File: config.mk
export PLATFORM = sky130hd
export DESIGN_NAME = kgp_cycle_sequencer
export DESIGN_NICKNAME = d
export VERILOG_FILES = /design/src/rtl/kgp_cycle_sequencer.sv
export SDC_FILE = /design/constraint.sdc
export NUM_CORES = 1
export LEC_CHECK = 0
export CAP_MARGIN = 30
export CORE_ASPECT_RATIO = 0.9
export CORE_MARGIN = 10
export CORE_UTILIZATION = 38
export CTS_CLUSTER_SIZE = 20
export DETAILED_ROUTE_END_ITERATION = 10
export PLACE_DENSITY = 0.82
export SKIP_CTS_REPAIR_TIMING = 1
export SLEW_MARGIN = 20
export SYNTH_ARGS = -nofsm -noshare
export SYNTH_HDL_FRONTEND = slang
export SYNTH_SLANG_ARGS = --single-unit
File: constraint.sdc
create_clock -name clk -period 1.94 [get_ports clk]
set_clock_uncertainty 0.1 [all_clocks]
set_input_delay 0.485 -clock clk [delete_from_list [all_inputs] [get_ports clk]]
set_output_delay 0.485 -clock clk [all_outputs]
set_load 0.02 [all_outputs]
File: src/rtl/kgp_cycle_sequencer.sv
// kgp_cycle_sequencer: multi-cycle fetch/decode/exec/mem/wb sequencer with memory timeout; optional SEQ_RETIRE_CNT_EN adds retireCount
module kgp_cycle_sequencer #(
    parameter logic [5:0] HALT_OP = 6'b111111,
    parameter int         TIMEOUT = 16
) (
    input  logic       clk,
    input  logic       rst_n,
    input  logic       run,
    input  logic [5:0] opcode,
    input  logic       memRead,
    input  logic       memWrite,
    input  logic       regwrite,
    input  logic       branch,
    input  logic       branchTaken,
    input  logic       memAck,
    output logic       memReq,
    output logic       memWe,
    output logic       memIsFetch,
    output logic       irLoad,
    output logic       pcWrite,
    output logic       pcSrcBranch,
    output logic       aluLatch,
    output logic       regWriteEn,
    output logic [2:0] state,
    output logic       halted,
    output logic       memErr
`ifdef SEQ_RETIRE_CNT_EN
    ,
    output logic [31:0] retireCount
`endif
);
    typedef enum logic [2:0] {IDLE, FETCH, DECODE, EXEC, MEM, WB, HALT, ERR} state_t;
    localparam int CW = TIMEOUT > 0 ? $clog2(TIMEOUT + 1) : 1;
    localparam logic [CW-1:0] LIM = CW'(TIMEOUT > 0 ? TIMEOUT - 1 : 0);
    state_t state_q, state_d, nxt;
    logic [CW-1:0] cnt_q, cnt_d;
    logic timed_out, take_br;
    assign nxt = run ? FETCH : IDLE;
    assign timed_out = (TIMEOUT != 0) && (cnt_q == LIM);
    assign take_br = (state_q == EXEC) && branch && branchTaken;
    assign cnt_d = (state_d != state_q) ? '0 : (TIMEOUT != 0 && memReq && !memAck) ? cnt_q + 1'b1 : cnt_q;
    assign state = state_q;
    // state and wait counter registers
    always_ff @(posedge clk) begin
        if (!rst_n) begin
            state_q <= IDLE;
            cnt_q   <= '0;
        end else begin
            state_q <= state_d;
            cnt_q   <= cnt_d;
        end
    end
    // next state; an ack in the timeout cycle takes the normal path
    always_comb begin
        state_d = state_q;
        case (state_q)
            IDLE:    state_d = nxt;
            FETCH:   state_d = memAck ? DECODE : timed_out ? ERR : FETCH;
            DECODE:  state_d = (opcode == HALT_OP) ? HALT : EXEC;
            EXEC:    state_d = (memRead | memWrite) ? MEM : regwrite ? WB : nxt;
            MEM:     state_d = memAck ? (memRead ? WB : nxt) : timed_out ? ERR : MEM;
            WB:      state_d = nxt;
            default: state_d = state_q;
        endcase
    end
    // Moore memory/status decodes and single-cycle Mealy strobes
    always_comb begin
        memReq      = (state_q == FETCH) || (state_q == MEM);
        memWe       = (state_q == MEM) && memWrite;
        memIsFetch  = (state_q == FETCH);
        irLoad      = (state_q == FETCH) && memAck;
        pcWrite     = ((state_q == FETCH) && memAck) || take_br;
        pcSrcBranch = take_br;
        aluLatch    = (state_q == EXEC);
        regWriteEn  = (state_q == WB);
        halted      = (state_q == HALT);
        memErr      = (state_q == ERR);
    end
`ifdef SEQ_RETIRE_CNT_EN
    logic [31:0] retire_q;
    logic retire;
    assign retire = ((state_q == EXEC) && !(memRead | memWrite | regwrite)) ||
                    ((state_q == MEM) && memAck && !memRead) || (state_q == WB);
    assign retireCount = retire_q;
    // count instructions completing through a Next decision
    always_ff @(posedge clk) begin
        if (!rst_n) retire_q <= '0;
        else if (retire) retire_q <= retire_q + 32'd1;
    end
`endif
endmodule

==> results_dict.tcl, run 1 <==
set metrics [dict create \
    status "finished clean" \
    r2r-start "cnt_q[0]$_SDFFE_PP0P_" \
    cts_made_buffers 3 \
    grt_antenna_before_repair 0 \
    yosysSeqAreaShare_pct 23.0 \
    die_x_um 65.1 \
    wl_um 2330 \
    synth_fp_nets 104 \
    final.fill_count 116 \
    crit_family "compound AO/OA/AOI/OAI gates" \
    drc_errors 0 \
    leakage_nw 0.703 \
    die-area_sq_mm 0.00395 \
    vdd_drop_max_mv 0.537 \
    critPathArrivalTime_ps 1930 \
    min_from "cnt_q[4]$_SDFFE_PP0P_" \
    viasPerCell 5.25 \
    core_sq_mm 0.00170 \
    clockRootBuffer "clkbuf_4" \
    clock_sinks 8 \
    tightest_slew_ps 417 \
    worstSetupPathType "flip-flop to flip-flop" \
    drive_above_1_share_pct 41.2 \
    grtUsageTotal_pct 10.3 \
    synth.distinct_cells 39 \
    drtPass1Iterations 4 \
    cp-end-kind "flip-flop" \
    syn_area_per_cell_sq_um 8.01 \
    start_util_pct 41.0 \
    hold_path_class "flip-flop to flip-flop" \
    cp-start-kind "flip-flop" \
    cts_max_path_buffers 2 \
    io_pins 28 \
    cap_violations 0 \
    crit_slowest_cell "dfxtp_2" \
    drtIter0Drc 13 \
    grt_first_pass_wirelength_um 3320 \
    syn_inst 87 \
    slew_viol_final 0 \
    ys_ff_latch 8 \
    area_growth_pct 86.9 \
    slowest_delay_ps 350 \
    cp-startpoint "cnt_q[0]$_SDFFE_PP0P_" \
    port_buffers 27 \
    ys_warn_count 0 \
    drtAntennaViolNets 0 \
    hpwlAfterDp_um 1670 \
    slew_headroom_pct 71.8 \
    fin_crit_ps 1900 \
    placed_cells 152 \
    htreeDepth 1 \
    path_clk_slew_ps 50 \
    clk_latency_ps 240 \
    dieHeight_um 60.6 \
    dp_slack_ps -483 \
    globalplace.congestion 0.826 \
    vias 813 \
    critPathMaxFanout 5 \
    syn-cell-area_sq_um 697 \
    grt_pass1_vias 730 \
    hold_viol 0 \
    rsz0062_at_grt "yes" \
    rows 14 \
    powerDensity_mw_per_mm2 578 \
    total_power_mw 0.753 \
    cp_num_buf_inv 0 \
    cp_cell_sequence "ha_4 > and3_4 > ha_4 > nor2_2 > and2_1 > o311a_1 > o21ai_4 > nor2_1" \
    cts_tree "built" \
    post-route-period-util_pct 98.0 \
    grt_max_degree 19 \
    required_ps 1970 \
    fin_nets 150 \
    wl_per_cell_um 15.0 \
    antenna_cells 0 \
    fin_ws_ps 39.0 \
    layout.cells.non_filler 155 \
    grt_overflow 0 \
    path_common_cell "ha_4" \
    max_freq_ghz 0.526 \
    final_core_util_pct 76.7 \
    setup_viol 0 \
]
==> stage by stage <==
stage                     TNS (ps)  area (sq um)  hold WS [ps]
after CTS                    -3670          1160           435
after floorplan              -69.4           734           372
after global routing         -99.8          1300           472
after global placement       -3590          1140           388
after detailed placement     -3830          1140           425
final                            0          1300           435
==> area by class of cell <==
class                      count  area (sq um)  share of cell area, %
sequential                     8           168                   12.9
inverter                       3          11.3                  0.865
clock buffer                   3          22.5                   1.73
timing repair buffer          48           463                   35.5
tap                           24          30.0                   2.31
multi-input combinational     69           608                   46.7
==> cells in the final DEF, fill, tap and decap left out, types with 3 or more instances in the layout <==
| master | n |
|---|---|
| a21oi_1 | 4 |
| buf_4 | 20 |
| clkbuf_4 | 3 |
| clkdlybuf4s50_1 | 8 |
| dfxtp_1 | 4 |
| dfxtp_2 | 3 |
| dlymetal6s2s_1 | 16 |
| nand2_1 | 5 |
| nor2_1 | 10 |
| o21ai_0 | 4 |
==> power breakdown <==
part	total, mW	leakage [nW]	internal, mW	switching, mW
Sequential	0.189	0.0670	0.179	0.0103
Combinational	0.444	0.622	0.216	0.228
Clock	0.119	0.0138	0.0703	0.0491
==> worst register-to-register path, stage by stage, from the launching register on <==
cell and delay [ps]:
dfxtp_2 350, ha_4 130, and3_4 190, ha_4 170, nor2_2 50, and2_1 160
o311a_1 330, o21ai_4 240, nor2_1 80
==> synth_stat cells <==
library cell	number	area share [%]
nor2_1	12	6.5
dfxtp_1	8	23
nand2_1	5	2.7
o21ai_0	5	3.6
a21oi_1	4	2.9
and3_1	4	3.6
buf_2	3	2.2
inv_1	3	1.6
nand2b_1	3	2.7
a211oi_1	2	2.2
and2_1	2	1.8
buf_6	2	3.2
ha_1	2	3.6
nand4_1	2	1.8
nor3_1	2	1.4
nor4_1	2	1.8
o31ai_1	2	2.2
xnor2_1	2	2.5
xor2_1	2	2.5
a211oi_2	1	1.8
a21boi_0	1	1.1
a221oi_2	1	2.2
a311oi_1	1	1.3
buf_4	1	1.1
clkbuf_1	1	0.54
mux2i_1	1	1.4
nor2b_1	1	0.90
nor3_4	1	2.3
nor3b_1	1	1.1
nor4_2	1	1.8
nor4bb_1	1	1.4
o211a_1	1	1.4
o21ai_2	1	1.3
o221a_2	1	1.6
o311a_1	1	1.4
o31a_1	1	1.3
o41ai_1	1	1.3
or2_2	1	0.90
xnor2_2	1	2.3
==> state kept, by name, indices dropped and copies added (netlist names) <==
register / cells
cnt_q: 5
state: 3
==> final timing paths <==
kind	depth (start not counted)	endpoint	slack, ps
worst max-delay path	8	cnt_q[0]$_SDFFE_PP0P_	40
worst min-delay path	2	cnt_q[4]$_SDFFE_PP0P_	440
worst max register to register	8	cnt_q[0]$_SDFFE_PP0P_	40
worst min register to register	2	cnt_q[4]$_SDFFE_PP0P_	440
==> cells by family (layout without fill, tap and decap cells) <==
group                    count (synthesis)  count (layout)  share of synthesized area [%]
adder cells (fa/ha/maj)                  2               2                           3.59
AO/OA/AOI/OAI                           23              23                           25.3
flip-flops                               8               8                           23.0
XOR/XNOR                                 5               5                           7.36
buffers and inverters                   10              54                           8.62
AND/OR/NAND/NOR                         38              38                           30.7
multiplexers                             1               1                           1.44
==> per-layer routing <==
layer  track usage [%]  share of wire [%]  routed length, um  vias up
met2              16.3                 48               1130       24
met5                 0                  0                  0        -
li1                  -                  -                  -      405
met3              4.97                5.2                120        2
met4              1.52               0.30                  7        0
met1              12.7                 46               1080      382
Note: power is estimated with default switching activity, not from simulation.
==> run 2: changes to the inputs <==
--- a/config.mk
+++ b/config.mk
@@ -6,7 +6,6 @@
 export NUM_CORES = 1
 export LEC_CHECK = 0
 export CAP_MARGIN = 30
-export CORE_ASPECT_RATIO = 0.9
 export CORE_MARGIN = 10
 export CORE_UTILIZATION = 38
 export CTS_CLUSTER_SIZE = 20
==> run 2 against run 1 <==
  * Sequential share of layout area down 0.092 points
  * Worst setup slack worse by 25 ps
  * Worst hold slack got worse by 8.3 ps
  * Sequential cell count unchanged
  * Power rose by 1.9%
  * Highest routed layer unchanged
==> results_dict.tcl, run 2 (synthesis gave the netlist of run 1 again) <==
set metrics [dict create \
    status "finished clean" \
    layout_commonest_cell "buf_4" \
    clockRootBuffer "clkbuf_4" \
    cp_cell_sequence "clkdlybuf4s50_1 > nand4_1 > buf_4 > o21ai_1 > o311a_1 > o21ai_4 > a211oi_2" \
    grt_first_pass_wirelength_um 3700 \
    required_ps 2010 \
    rows 15 \
    placed_cells 153 \
    cap_violations 0 \
    tns_ps 0 \
    wl_um 2570 \
    crit_slowest_cell "clkdlybuf4s50_1" \
    globalplace.congestion 0.912 \
    critPathMaxFanout 5 \
    whs_ps 427 \
    fin_ws_ps 13.9 \
    die-area_sq_mm 0.00395 \
    vias 876 \
    slowest_delay_ps 480 \
    path_clk_slew_ps 50 \
    grtUsageTotal_pct 11.2 \
    vdd_drop_max_mv 0.371 \
    cts_made_buffers 3 \
    final_core_util_pct 74.3 \
    post-route-period-util_pct 99.3 \
    total_power_mw 0.767 \
    layout.cells.non_filler 158 \
    critPathArrivalTime_ps 2000 \
    area_growth_pct 84.0 \
    cp_num_buf_inv 2 \
    final.fill_count 139 \
    powerDensity_mw_per_mm2 598 \
    port_buffers 27 \
    leakage_nw 0.641 \
    htreeDepth 1 \
    fin_crit_ps 1930 \
    grt_pass1_vias 823 \
    largest_register_ffs 5 \
    cts_tree "built" \
    drtIter0Drc 19 \
    drtPass1Iterations 4 \
    drtAntennaViolNets 0 \
    rsz0062_at_grt "yes" \
    grt_antenna_before_repair 0 \
    io_pins 28 \
    viasPerCell 5.54 \
    postLayoutCellArea_sq_mm 0.00128 \
    crit_family "buffers and inverters" \
    worstSetupPathType "input pin to flip-flop" \
    fin_nets 152 \
    hold_path_class "flip-flop to flip-flop" \
    cp-end-kind "flip-flop" \
    hpwlAfterDp_um 1880 \
    setup_viol 0 \
    post_dp_cell_area_sq_mm 0.00114 \
    regMostFlops "cnt_q" \
    tightest_slew_ps 363 \
    slew_viol_final 0 \
    clk_latency_ps 260 \
    drive_above_1_share_pct 42.9 \
    hold_viol 0 \
    max_freq_ghz 0.519 \
    cp-start-kind "input pin" \
    core_sq_mm 0.00173 \
    grt_max_degree 16 \
    ff2ff_setup_slack_ps 50 \
    dp_slack_ps -509 \
    dieHeight_um 62.8 \
    layout_common_cells "20 x buf_4, 11 x nor2_1, 11 x dlymetal6s2s_1" \
    wl_per_cell_um 16.3 \
    clock_sinks 8 \
    antenna_cells 0 \
    drc_errors 0 \
    start_util_pct 40.4 \
    grt_overflow 0 \
    die_x_um 62.8 \
    slew_headroom_pct 75.5 \
    cts_max_path_buffers 2 \
]
-- run 2: cell count changes in the layout (fill, tap and decap cells not counted), sizes merged --
cell / change
clkdlybuf4s50: +1
clkbuf: +2
dlymetal6s2s: -5
buf: +4
-- run 2: worst paths after layout --
path                            depth (start not counted)                   from                    end
worst max-delay path                                    7              opcode[2]  cnt_q[4]$_SDFFE_PP0P_
worst min register to register                          2  cnt_q[4]$_SDFFE_PP0P_  cnt_q[4]$_SDFFE_PP0P_
worst max register to register                          8    state[2]$_SDFF_PN0_  cnt_q[4]$_SDFFE_PP0P_
worst min-delay path                                    2  cnt_q[4]$_SDFFE_PP0P_  cnt_q[4]$_SDFFE_PP0P_
-- run 2: tightest hold or removal path, stage by stage (launching register included) --
cell	delay, ps
dfxtp_1	300
nor2_1	120
a211oi_2	50
-- run 2: power breakdown --
part	switching [mW]	total [mW]	internal, mW
clock	0.0563	0.127	0.0708
combinational	0.238	0.453	0.215
sequential	0.00907	0.187	0.178
total	0.303	0.767	0.464
-- run 2: metal layers --
metal | share of wire (%) | vias up | global-route usage, % | routed length, um
met5 | 0 | - | 0 | 0
met4 | 0.35 | 0 | 2.51 | 9
met3 | 4.7 | 4 | 4.48 | 120
met2 | 55 | 37 | 20.3 | 1410
met1 | 40 | 426 | 11.8 | 1030
li1 | - | 409 | - | -
-- run 2: cell type report --
cell class	instances	area, sq um	share of cell area, %
well taps	25	31.3	2.44
clock buffers	3	22.5	1.76
repair buffers	50	453	35.3
inverters	3	11.3	0.878
flip-flops and latches	8	164	12.8
multi-input cells	69	601	46.8
